==> src/rtl/lm_sm_sequencer_if.sv <==
// ---------------------------------------------------------------------------
// lm_sm_sequencer_if
//   Bundles the fetch-side instruction handshake and the micro-op bus that
//   leaves the LM/SM decode-stage sequencer.
//
//   Fetch side : IR_in, valid_in, stall_in, flush  (into the sequencer)
//                hold_fetch                         (out of the sequencer)
//   Micro-op   : uop_valid, uop_IR, uop_is_load, uop_is_store,
//                uop_base_reg, uop_data_reg, uop_offset, uop_last
//
//   modport slave  : the sequencer itself
//   modport master : the surrounding pipeline (fetch/decode and address gen)
// ---------------------------------------------------------------------------
interface lm_sm_sequencer_if;
  logic [15:0] IR_in;
  logic        valid_in;
  logic        stall_in;
  logic        flush;
  logic        hold_fetch;

  logic        uop_valid;
  logic [15:0] uop_IR;
  logic        uop_is_load;
  logic        uop_is_store;
  logic [2:0]  uop_base_reg;
  logic [2:0]  uop_data_reg;
  logic [15:0] uop_offset;
  logic        uop_last;

  modport slave (
    input  IR_in, valid_in, stall_in, flush,
    output hold_fetch,
    output uop_valid, uop_IR, uop_is_load, uop_is_store,
    output uop_base_reg, uop_data_reg, uop_offset, uop_last
  );

  modport master (
    output IR_in, valid_in, stall_in, flush,
    input  hold_fetch,
    input  uop_valid, uop_IR, uop_is_load, uop_is_store,
    input  uop_base_reg, uop_data_reg, uop_offset, uop_last
  );
endinterface

==> src/rtl/lm_sm_sequencer.sv <==
// ---------------------------------------------------------------------------
// lm_sm_sequencer
//   Decode-stage micro-sequencer. A load-multiple / store-multiple
//   instruction is expanded into one single-register micro-op per selected
//   register (R0 first); every other instruction passes straight through.
//   Fetch is held while an expansion is still running.
//
//   Ports:
//     clk    : clock, all state updates on the rising edge
//     rst_n  : synchronous active-low reset
//     bus    : lm_sm_sequencer_if.slave
//              in : IR_in, valid_in, stall_in, flush
//              out: hold_fetch (combinational), uop_* (registered)
//
//   Priority at each edge: reset, flush, stall_in, normal operation.
// ---------------------------------------------------------------------------
module lm_sm_sequencer #(
  parameter logic [3:0]  LM_OPCODE   = 4'b0110,
  parameter logic [3:0]  SM_OPCODE   = 4'b0111,
  parameter int unsigned OFFSET_STEP = 1
) (
  input  logic              clk,
  input  logic              rst_n,
  lm_sm_sequencer_if.slave  bus
);

  typedef enum logic {
    IDLE = 1'b0,
    SEQ  = 1'b1
  } state_t;

  // Sequencer state
  state_t      state_q, state_d;
  logic [7:0]  mask_q,  mask_d;   // bit k set => Rk still to be transferred
  logic [2:0]  index_q, index_d;  // transfer number of the next emission
  logic [15:0] ir_q,    ir_d;     // instruction being expanded

  // Registered micro-op outputs
  logic        uv_q,    uv_d;
  logic [15:0] uir_q,   uir_d;
  logic        ld_q,    ld_d;
  logic        st_q,    st_d;
  logic [2:0]  base_q,  base_d;
  logic [2:0]  data_q,  data_d;
  logic [15:0] off_q,   off_d;
  logic        last_q,  last_d;

  // Lowest set bit of an 8-bit vector (0 when empty; callers guard that case).
  function automatic logic [2:0] lowest_set(input logic [7:0] m);
    lowest_set = 3'd0;
    for (int k = 7; k >= 0; k--) begin
      if (m[k]) lowest_set = 3'(k);
    end
  endfunction

  // The instruction encodes Rk at IR[7-k]; flip it so bit k means Rk.
  function automatic logic [7:0] list_to_regs(input logic [7:0] list);
    for (int k = 0; k < 8; k++) begin
      list_to_regs[k] = list[7-k];
    end
  endfunction

  logic [3:0]  opcode;
  logic        is_lm, is_sm;
  logic [7:0]  list_regs;
  logic [2:0]  first_k;
  logic [7:0]  first_rest;
  logic [2:0]  seq_k;
  logic [7:0]  seq_rest;
  logic [15:0] seq_offset;

  assign opcode     = bus.IR_in[15:12];
  assign is_lm      = (opcode == LM_OPCODE);
  assign is_sm      = (opcode == SM_OPCODE);
  assign list_regs  = list_to_regs(bus.IR_in[7:0]);
  assign first_k    = lowest_set(list_regs);
  assign first_rest = list_regs & ~(8'b1 << first_k);
  assign seq_k      = lowest_set(mask_q);
  assign seq_rest   = mask_q & ~(8'b1 << seq_k);
  // Computed wide, then truncated to the 16-bit offset bus (wraps mod 2^16).
  assign seq_offset = 16'(32'(index_q) * OFFSET_STEP);

  assign bus.hold_fetch = bus.stall_in | (state_q == SEQ);

  always_comb begin
    // NOTE: every signal gets a hold-value default first so no path through
    // the case/if tree leaves one unassigned, which would infer a latch.
    state_d = state_q;
    mask_d  = mask_q;
    index_d = index_q;
    ir_d    = ir_q;
    uv_d    = uv_q;
    uir_d   = uir_q;
    ld_d    = ld_q;
    st_d    = st_q;
    base_d  = base_q;
    data_d  = data_q;
    off_d   = off_q;
    last_d  = last_q;

    if (bus.flush) begin
      // Kill any expansion; the other micro-op fields keep their last values.
      state_d = IDLE;
      mask_d  = 8'd0;
      uv_d    = 1'b0;
    end else if (!bus.stall_in) begin
      unique case (state_q)
        IDLE: begin
          if (!bus.valid_in) begin
            uv_d = 1'b0;
          end else if (is_lm || is_sm) begin
            ir_d = bus.IR_in;
            if (list_regs == 8'd0) begin
              // Empty register list: nothing to transfer.
              uv_d = 1'b0;
            end else begin
              uv_d    = 1'b1;
              uir_d   = bus.IR_in;
              ld_d    = is_lm;
              st_d    = is_sm;
              base_d  = bus.IR_in[11:9];
              data_d  = first_k;
              off_d   = 16'd0;
              mask_d  = first_rest;
              index_d = 3'd1;
              last_d  = (first_rest == 8'd0);
              state_d = (first_rest == 8'd0) ? IDLE : SEQ;
            end
          end else begin
            // Pass-through of any non LM/SM instruction.
            ir_d   = bus.IR_in;
            uv_d   = 1'b1;
            uir_d  = bus.IR_in;
            ld_d   = 1'b0;
            st_d   = 1'b0;
            base_d = 3'd0;
            data_d = 3'd0;
            off_d  = 16'd0;
            last_d = 1'b1;
          end
        end

        SEQ: begin
          // IR_in is ignored here; fetch is being held.
          uv_d    = 1'b1;
          uir_d   = ir_q;
          data_d  = seq_k;
          off_d   = seq_offset;
          mask_d  = seq_rest;
          // At most 8 transfers, so index tops out at 7 on the last one and
          // the wrap of this increment is never observed.
          index_d = index_q + 3'd1;
          last_d  = (seq_rest == 8'd0);
          state_d = (seq_rest == 8'd0) ? IDLE : SEQ;
        end

        default: state_d = IDLE;
      endcase
    end
  end

  // NOTE: sequential state uses non-blocking assignments so every register
  // samples the pre-edge values, independent of statement order.
  always_ff @(posedge clk) begin
    if (!rst_n) begin
      state_q <= IDLE;
      mask_q  <= 8'd0;
      index_q <= 3'd0;
      ir_q    <= 16'd0;
      uv_q    <= 1'b0;
      uir_q   <= 16'd0;
      ld_q    <= 1'b0;
      st_q    <= 1'b0;
      base_q  <= 3'd0;
      data_q  <= 3'd0;
      off_q   <= 16'd0;
      last_q  <= 1'b0;
    end else begin
      state_q <= state_d;
      mask_q  <= mask_d;
      index_q <= index_d;
      ir_q    <= ir_d;
      uv_q    <= uv_d;
      uir_q   <= uir_d;
      ld_q    <= ld_d;
      st_q    <= st_d;
      base_q  <= base_d;
      data_q  <= data_d;
      off_q   <= off_d;
      last_q  <= last_d;
    end
  end

  assign bus.uop_valid    = uv_q;
  assign bus.uop_IR       = uir_q;
  assign bus.uop_is_load  = ld_q;
  assign bus.uop_is_store = st_q;
  assign bus.uop_base_reg = base_q;
  assign bus.uop_data_reg = data_q;
  assign bus.uop_offset   = off_q;
  assign bus.uop_last     = last_q;

endmodule

==> src/flat_wrapper.sv <==
// flat-port wrapper written by rule: the top's interface ports become plain ports
module lm_sm_sequencer_flat 
#(
  parameter logic [3:0]  LM_OPCODE   = 4'b0110,
  parameter logic [3:0]  SM_OPCODE   = 4'b0111,
  parameter int unsigned OFFSET_STEP = 1
)
  (clk, rst_n, bus_IR_in, bus_valid_in, bus_stall_in, bus_flush, bus_hold_fetch, bus_uop_valid, bus_uop_IR, bus_uop_is_load, bus_uop_is_store, bus_uop_base_reg, bus_uop_data_reg, bus_uop_offset, bus_uop_last);
  lm_sm_sequencer_if bus_i ();
  input  logic clk;
  input  logic rst_n;
  input wire logic [$bits(bus_i.IR_in)-1:0] bus_IR_in;
  input wire logic [$bits(bus_i.valid_in)-1:0] bus_valid_in;
  input wire logic [$bits(bus_i.stall_in)-1:0] bus_stall_in;
  input wire logic [$bits(bus_i.flush)-1:0] bus_flush;
  output wire logic [$bits(bus_i.hold_fetch)-1:0] bus_hold_fetch;
  output wire logic [$bits(bus_i.uop_valid)-1:0] bus_uop_valid;
  output wire logic [$bits(bus_i.uop_IR)-1:0] bus_uop_IR;
  output wire logic [$bits(bus_i.uop_is_load)-1:0] bus_uop_is_load;
  output wire logic [$bits(bus_i.uop_is_store)-1:0] bus_uop_is_store;
  output wire logic [$bits(bus_i.uop_base_reg)-1:0] bus_uop_base_reg;
  output wire logic [$bits(bus_i.uop_data_reg)-1:0] bus_uop_data_reg;
  output wire logic [$bits(bus_i.uop_offset)-1:0] bus_uop_offset;
  output wire logic [$bits(bus_i.uop_last)-1:0] bus_uop_last;
  assign bus_i.IR_in = bus_IR_in;
  assign bus_i.valid_in = bus_valid_in;
  assign bus_i.stall_in = bus_stall_in;
  assign bus_i.flush = bus_flush;
  assign bus_hold_fetch = bus_i.hold_fetch;
  assign bus_uop_valid = bus_i.uop_valid;
  assign bus_uop_IR = bus_i.uop_IR;
  assign bus_uop_is_load = bus_i.uop_is_load;
  assign bus_uop_is_store = bus_i.uop_is_store;
  assign bus_uop_base_reg = bus_i.uop_base_reg;
  assign bus_uop_data_reg = bus_i.uop_data_reg;
  assign bus_uop_offset = bus_i.uop_offset;
  assign bus_uop_last = bus_i.uop_last;
  lm_sm_sequencer #(.LM_OPCODE(LM_OPCODE), .SM_OPCODE(SM_OPCODE), .OFFSET_STEP(OFFSET_STEP)) u_core (.clk(clk), .rst_n(rst_n), .bus(bus_i));
endmodule
==> config.mk <==
export PLATFORM = sky130hd
export DESIGN_NAME = lm_sm_sequencer_flat
export DESIGN_NICKNAME = d
export VERILOG_FILES = /design/src/rtl/lm_sm_sequencer_if.sv /design/src/rtl/lm_sm_sequencer.sv /design/src/flat_wrapper.sv
export SDC_FILE = /design/constraint.sdc
export NUM_CORES = 1
export LEC_CHECK = 0
export BUFFER_PORTS_ARGS = -buffer_cell sky130_fd_sc_hd__buf_2
export CAP_MARGIN = 25
export CORE_UTILIZATION = 40
export CTS_CLUSTER_DIAMETER = 30
export DETAILED_ROUTE_END_ITERATION = 10
export PLACE_DENSITY_LB_ADDON = 0.08
export SKIP_CTS_REPAIR_TIMING = 1
export SLEW_MARGIN = 20
export SYNTH_ARGS = -nofsm -noshare
export SYNTH_HDL_FRONTEND = slang
export SYNTH_SLANG_ARGS = --single-unit
export TNS_END_PERCENT = 10
==> constraint.sdc <==
create_clock -name clk -period 3.65 [get_ports clk]
set_input_delay 0.1825 -clock clk [delete_from_list [all_inputs] [get_ports clk]]
set_output_delay 0.1825 -clock clk [all_outputs]
set_load 0.02 [all_outputs]
### After elaboration in Yosys (flattened, before gate mapping)

Index checks and enable logic that the tools add are counted.

| operators by class | value |
|---|---|
| mux-type cells | 56 |
| bitwise logic cells | 9 |
| equal/unequal tests | 7 |
| shift-type cells | 2 |
| add/subtract/negate cells | 1 |
| reductions and logical operators | 10 |

Operators by type and width:

| operator | count |
|---|---|
| $mux 16 | 6 |
| $mux 3 | 24 |
| $pmux 16 s2 | 2 |
| $logic_not 8->1 | 3 |
| $mux 8 | 3 |
| $and 8x8->8 | 2 |
| $not 8->8 | 2 |
| $pmux 8 s2 | 1 |
| $shl 1x3->8 const A | 2 |
| $mux 1 | 15 |
| $pmux 3 s2 | 2 |
| $reduce_and 4->1 | 3 |
| $reduce_and 5->1 | 2 |
| $eq 4x3->1 const B | 2 |
| $ne 2x2->1 const B | 3 |
| $pmux 1 s2 | 3 |
| $not 1->1 | 4 |
| $add 3x1->3 const B | 1 |
| $ne 3x3->1 const B | 1 |
| $ne 2x1->1 const B | 1 |
| $reduce_or 2->1 | 1 |
| $logic_or 1x1->1 | 1 |
| $or 1x1->1 | 1 |

| word-level totals | value |
|---|---|
| logic and storage cells | 97 |
| output and inout bits | 43 |
| input bits | 21 |
| register bits after elaboration | 70 |

### Depth between registers and ports, before layout

| logic depth | value |
|---|---|
| word-level depth | 17 |
| gate-level depth with buffers | 8 |
| depth with buffers taken out | 5 |

### Worst setup path before layout

No wires, ideal clock.

| path | value |
|---|---|
| path kind | input-to-reg |
| start | in bus_stall_in |
| end | reg u_core.index_q[1] |
| setup time | 0.114 ns |
| required time | 3.536 ns |
| slack | 1.884 ns |
| path buffers | 3 |
| arrival time | 1.652 ns |
| stages | 8 |
| path through | buf_2 or2_1 buf_2 or3b_1 buf_2 nor3_4 nand2b_1 nor2_1 |

| on the way | value |
|---|---|
| longest elaborated chain between the ends | 2 |

Ends and longest elaborated chain:

| what | line | source |
|---|---|---|
| start: declaration | flat_wrapper.sv:14 | `input wire logic [$bits(bus_i.stall_in)-1:0] bus_stall_in;` |
| $not 1->1 (no source line) | -- |  |
| $reduce_and 5->1 (no source line) | -- |  |
| end signal: assignment | lm_sm_sequencer.sv:181 | `index_q <= index_d;` |
| end: declaration | lm_sm_sequencer.sv:35 | `logic [2:0] index_q, index_d;` |

No other way between the ends.
A chain may end at the register's enable or synchronous reset.

### Worst setup path after layout

| path | value |
|---|---|
| start | reg u_core.state_q |
| end | reg u_core.index_q[2] |

| on the way | value |
|---|---|
| longest elaborated chain between the ends | 3 |
| elaborated cells between the ends (all ways) | 6 |
| classes of those cells | eq/ne: 3; mux: 1; bitwise: 1; reduce/logical: 1 |

Ends and longest elaborated chain:

| what | line | source |
|---|---|---|
| start: declaration | lm_sm_sequencer.sv:33 | `state_t state_q, state_d;` |
| start signal: assignment | lm_sm_sequencer.sv:179 | `state_q <= state_d;` |
| $not 1->1 | lm_sm_sequencer.sv:107 | `unique case (state_q)` |
| $ne 2x1->1 (no source line) / $ne 2x2->1 (equally long branches) | -- |  |
| $reduce_and 5->1 (no source line) | -- |  |

Parallel ways exist; a longest one is shown, timed or not.

==> flow_summary.ini <==
[floorplanning]
die_h_um = 87.5
io_pins = 64
start_util_pct = 42.3
num_rows = 30
die_w_um = 87.5
coreArea_um2 = 6910
die_area_um2 = 7650

[route]
routed_wl_um = 7030
vias = 2559
drc = 0
ant_nets = 0
wl_met3_um = 441
drt_iter0_drc = 187
dr.pass1.iters = 4
vias_per_cell = 5.40
dr.max_layer_used = met4
post_drt_wl_per_cell_um = 14.8
wl_met1_um = 3330
wl_met2_um = 3060

[timing]
tightest_slew_ns = 0.824
hold_viol = 0
rsz0062_at_grt = false
finalSetupTns_ns = 0
fmax_ghz = 0.444
post-route-period-util_pct = 61.8
setup_violations = 0
slew_violations = 0
skew_ns = 0.00345
period_minus_slack_ns = 2.25
max-slew-margin-rel_pct = 45.1

[synthesis]
async_reset_ff_share_pct = 0
synth_edf_count = 0
syn-cell-area_um2 = 2920
yosysTopAreaCellShare_pct = 39.1
synth.area.top_cells = dfxtp_1 (39%), nand2_1 (7.2%), o211a_1 (6.9%), mux2i_1 (4.8%), a21boi_0 (3.6%)
synthCells = 337
syn_area_per_cell_um2 = 8.67
synth_flop_cell = dfxtp_1
ys_seq_elements = 57
synth.distinct_cells = 56
yosysTopAreaCell = dfxtp_1
ys_warn_count = 0
yosysSeqAreaShare_pct = 39.1

[global_routing]
grt_pass1_wl_um = 11400
first_global_vias = 2284
antenna_found_initial = 0
grt_max_degree = 49
grt_overflow = 0
grtUsageTotal_pct = 19.5

[worst_setup_path]
critPathKind = flip-flop to flip-flop
end_kind = flip-flop
critPathArrivalTime_ns = 2.48
path_max_fanout = 18
crit_path_start_kind = flip-flop
required_ns = 3.88

[placed_design]
gp_congestion = 0.870
dp_hpwl_um = 4840
dpl-instance-area_um2 = 3150
place_inst = 458
portBuffers = 50

[clock_tree]
clock_sinks = 57
cts_inserted_buffers = 9
clk_path_buf_depth = 2
clk_pin_slew_ns = 0.07
cts-root-buf = clkbuf_8
clock_latency_ns = 0.34
cts_tree = done
cts_max_level = 3

[pwr]
p_leak_nw = 1.45
power.density_nw_per_um2 = 393
ir_drop_mv = 0.217

[worst_hold_path]
hp-class = primary input to flip-flop

[run_status]
status = completed

[finish]
design_area_um2 = 3320
antenna_cells = 0
fin_nets = 395
layout.cells.non_filler = 474
multi_input_comb_area_um2 = 1600
fillers = 735
syn2layout_area_growth_pct = 13.7
regArea_um2 = 1140
drive_gt1_share_pct = 20.1
utilization_pct = 48.1

[run]
maxCapViolations = 0
## metal layers
layer / GRT usage (%) / vias to the layer above
met4: 7.75 / 0
met3: 6.54 / 21
met2: 28.8 / 86
li1: - / 1254
met5: 0 / -
met1: 26.1 / 1198
## path summary, 6_finish.rpt
path                   from           endpoint  slack, ns  cells past startpoint
max          u_core.state_q  u_core.index_q[2]       1.40                      5
min reg2reg  u_core.ir_q[8]     u_core.ir_q[8]       0.46                      2
max reg2reg  u_core.state_q  u_core.index_q[2]       1.40                      5
min            bus_IR_in[8]     u_core.ir_q[8]        0.1                      3
## power by group
part	leakage, nW	switching [mW]	internal [mW]
combinational	0.899	0.0995	0.0500
clock	0.0850	0.264	0.244
sequential	0.463	0.00958	0.641
total	1.45	0.373	0.934
## synthesized netlist by cell type, types with 9 or more instances
cell type and instances:
clkbuf_1 17, dfxtp_1 57, nor2b_1 9, buf_4 14
nor2_1 10, nand2_1 56, a21boi_0 14, nor3_1 10
mux2i_1 14, a21oi_1 12, o21ai_0 12, o211a_1 20
## layout make-up
class | count | area share (%)
multi-input cells | 248 | 48.2
flip-flops and latches | 57 | 34.3
repair buffers | 53 | 8.21
clock buffers | 9 | 3.73
well taps | 96 | 3.61
clock inverters | 7 | 1.43
inverters | 4 | 0.452
## per-stage QoR
step	setup WS [ns]	hold WS, ns	power, mW
after floorplan	1.88	0.317	0.778
after global placement	1.40	0.438	0.814
after detailed placement	1.38	0.445	0.815
after CTS	1.38	0.0816	1.32
after global routing	1.27	0.0924	1.37
final	1.40	0.0968	1.31
## cell usage in the layout (no fill, tap or decap), types with 8 or more instances in the layout
cell      count
a21boi_0     14
a21oi_1      11
buf_2        50
clkbuf_8      9
conb_1       13
dfxtp_1      57
mux2i_1      14
nand2_1      56
nand2b_1      8
nor2_1       10
nor2b_1       9
nor3_1       10
o211a_1      20
o21ai_0      12
## worst max-delay path, cell delays in order, from the launching register on
cell and delay [ns]:
dfxtp_1 0.37, or2_1 0.36, or3b_1 0.75, nor3_4 0.41
nand2b_1 0.19, nor2_1 0.06
## logic make-up (layout without fill, tap and decap cells)
kind of cell             Yosys count  count (layout)  synth area share, %
AND/OR/NAND/NOR                  119             119                 20.3
AO/OA/AOI/OAI                     98              98                 26.6
flip-flops                        57              57                 39.1
buffers and inverters             44              73                 7.75
multiplexers                      14              14                 4.80
adder cells (fa/ha/maj)            3               3                 1.11
other                              1              13                0.128
XOR/XNOR                           1               1                0.300
(Power assumes the default switching activity.)
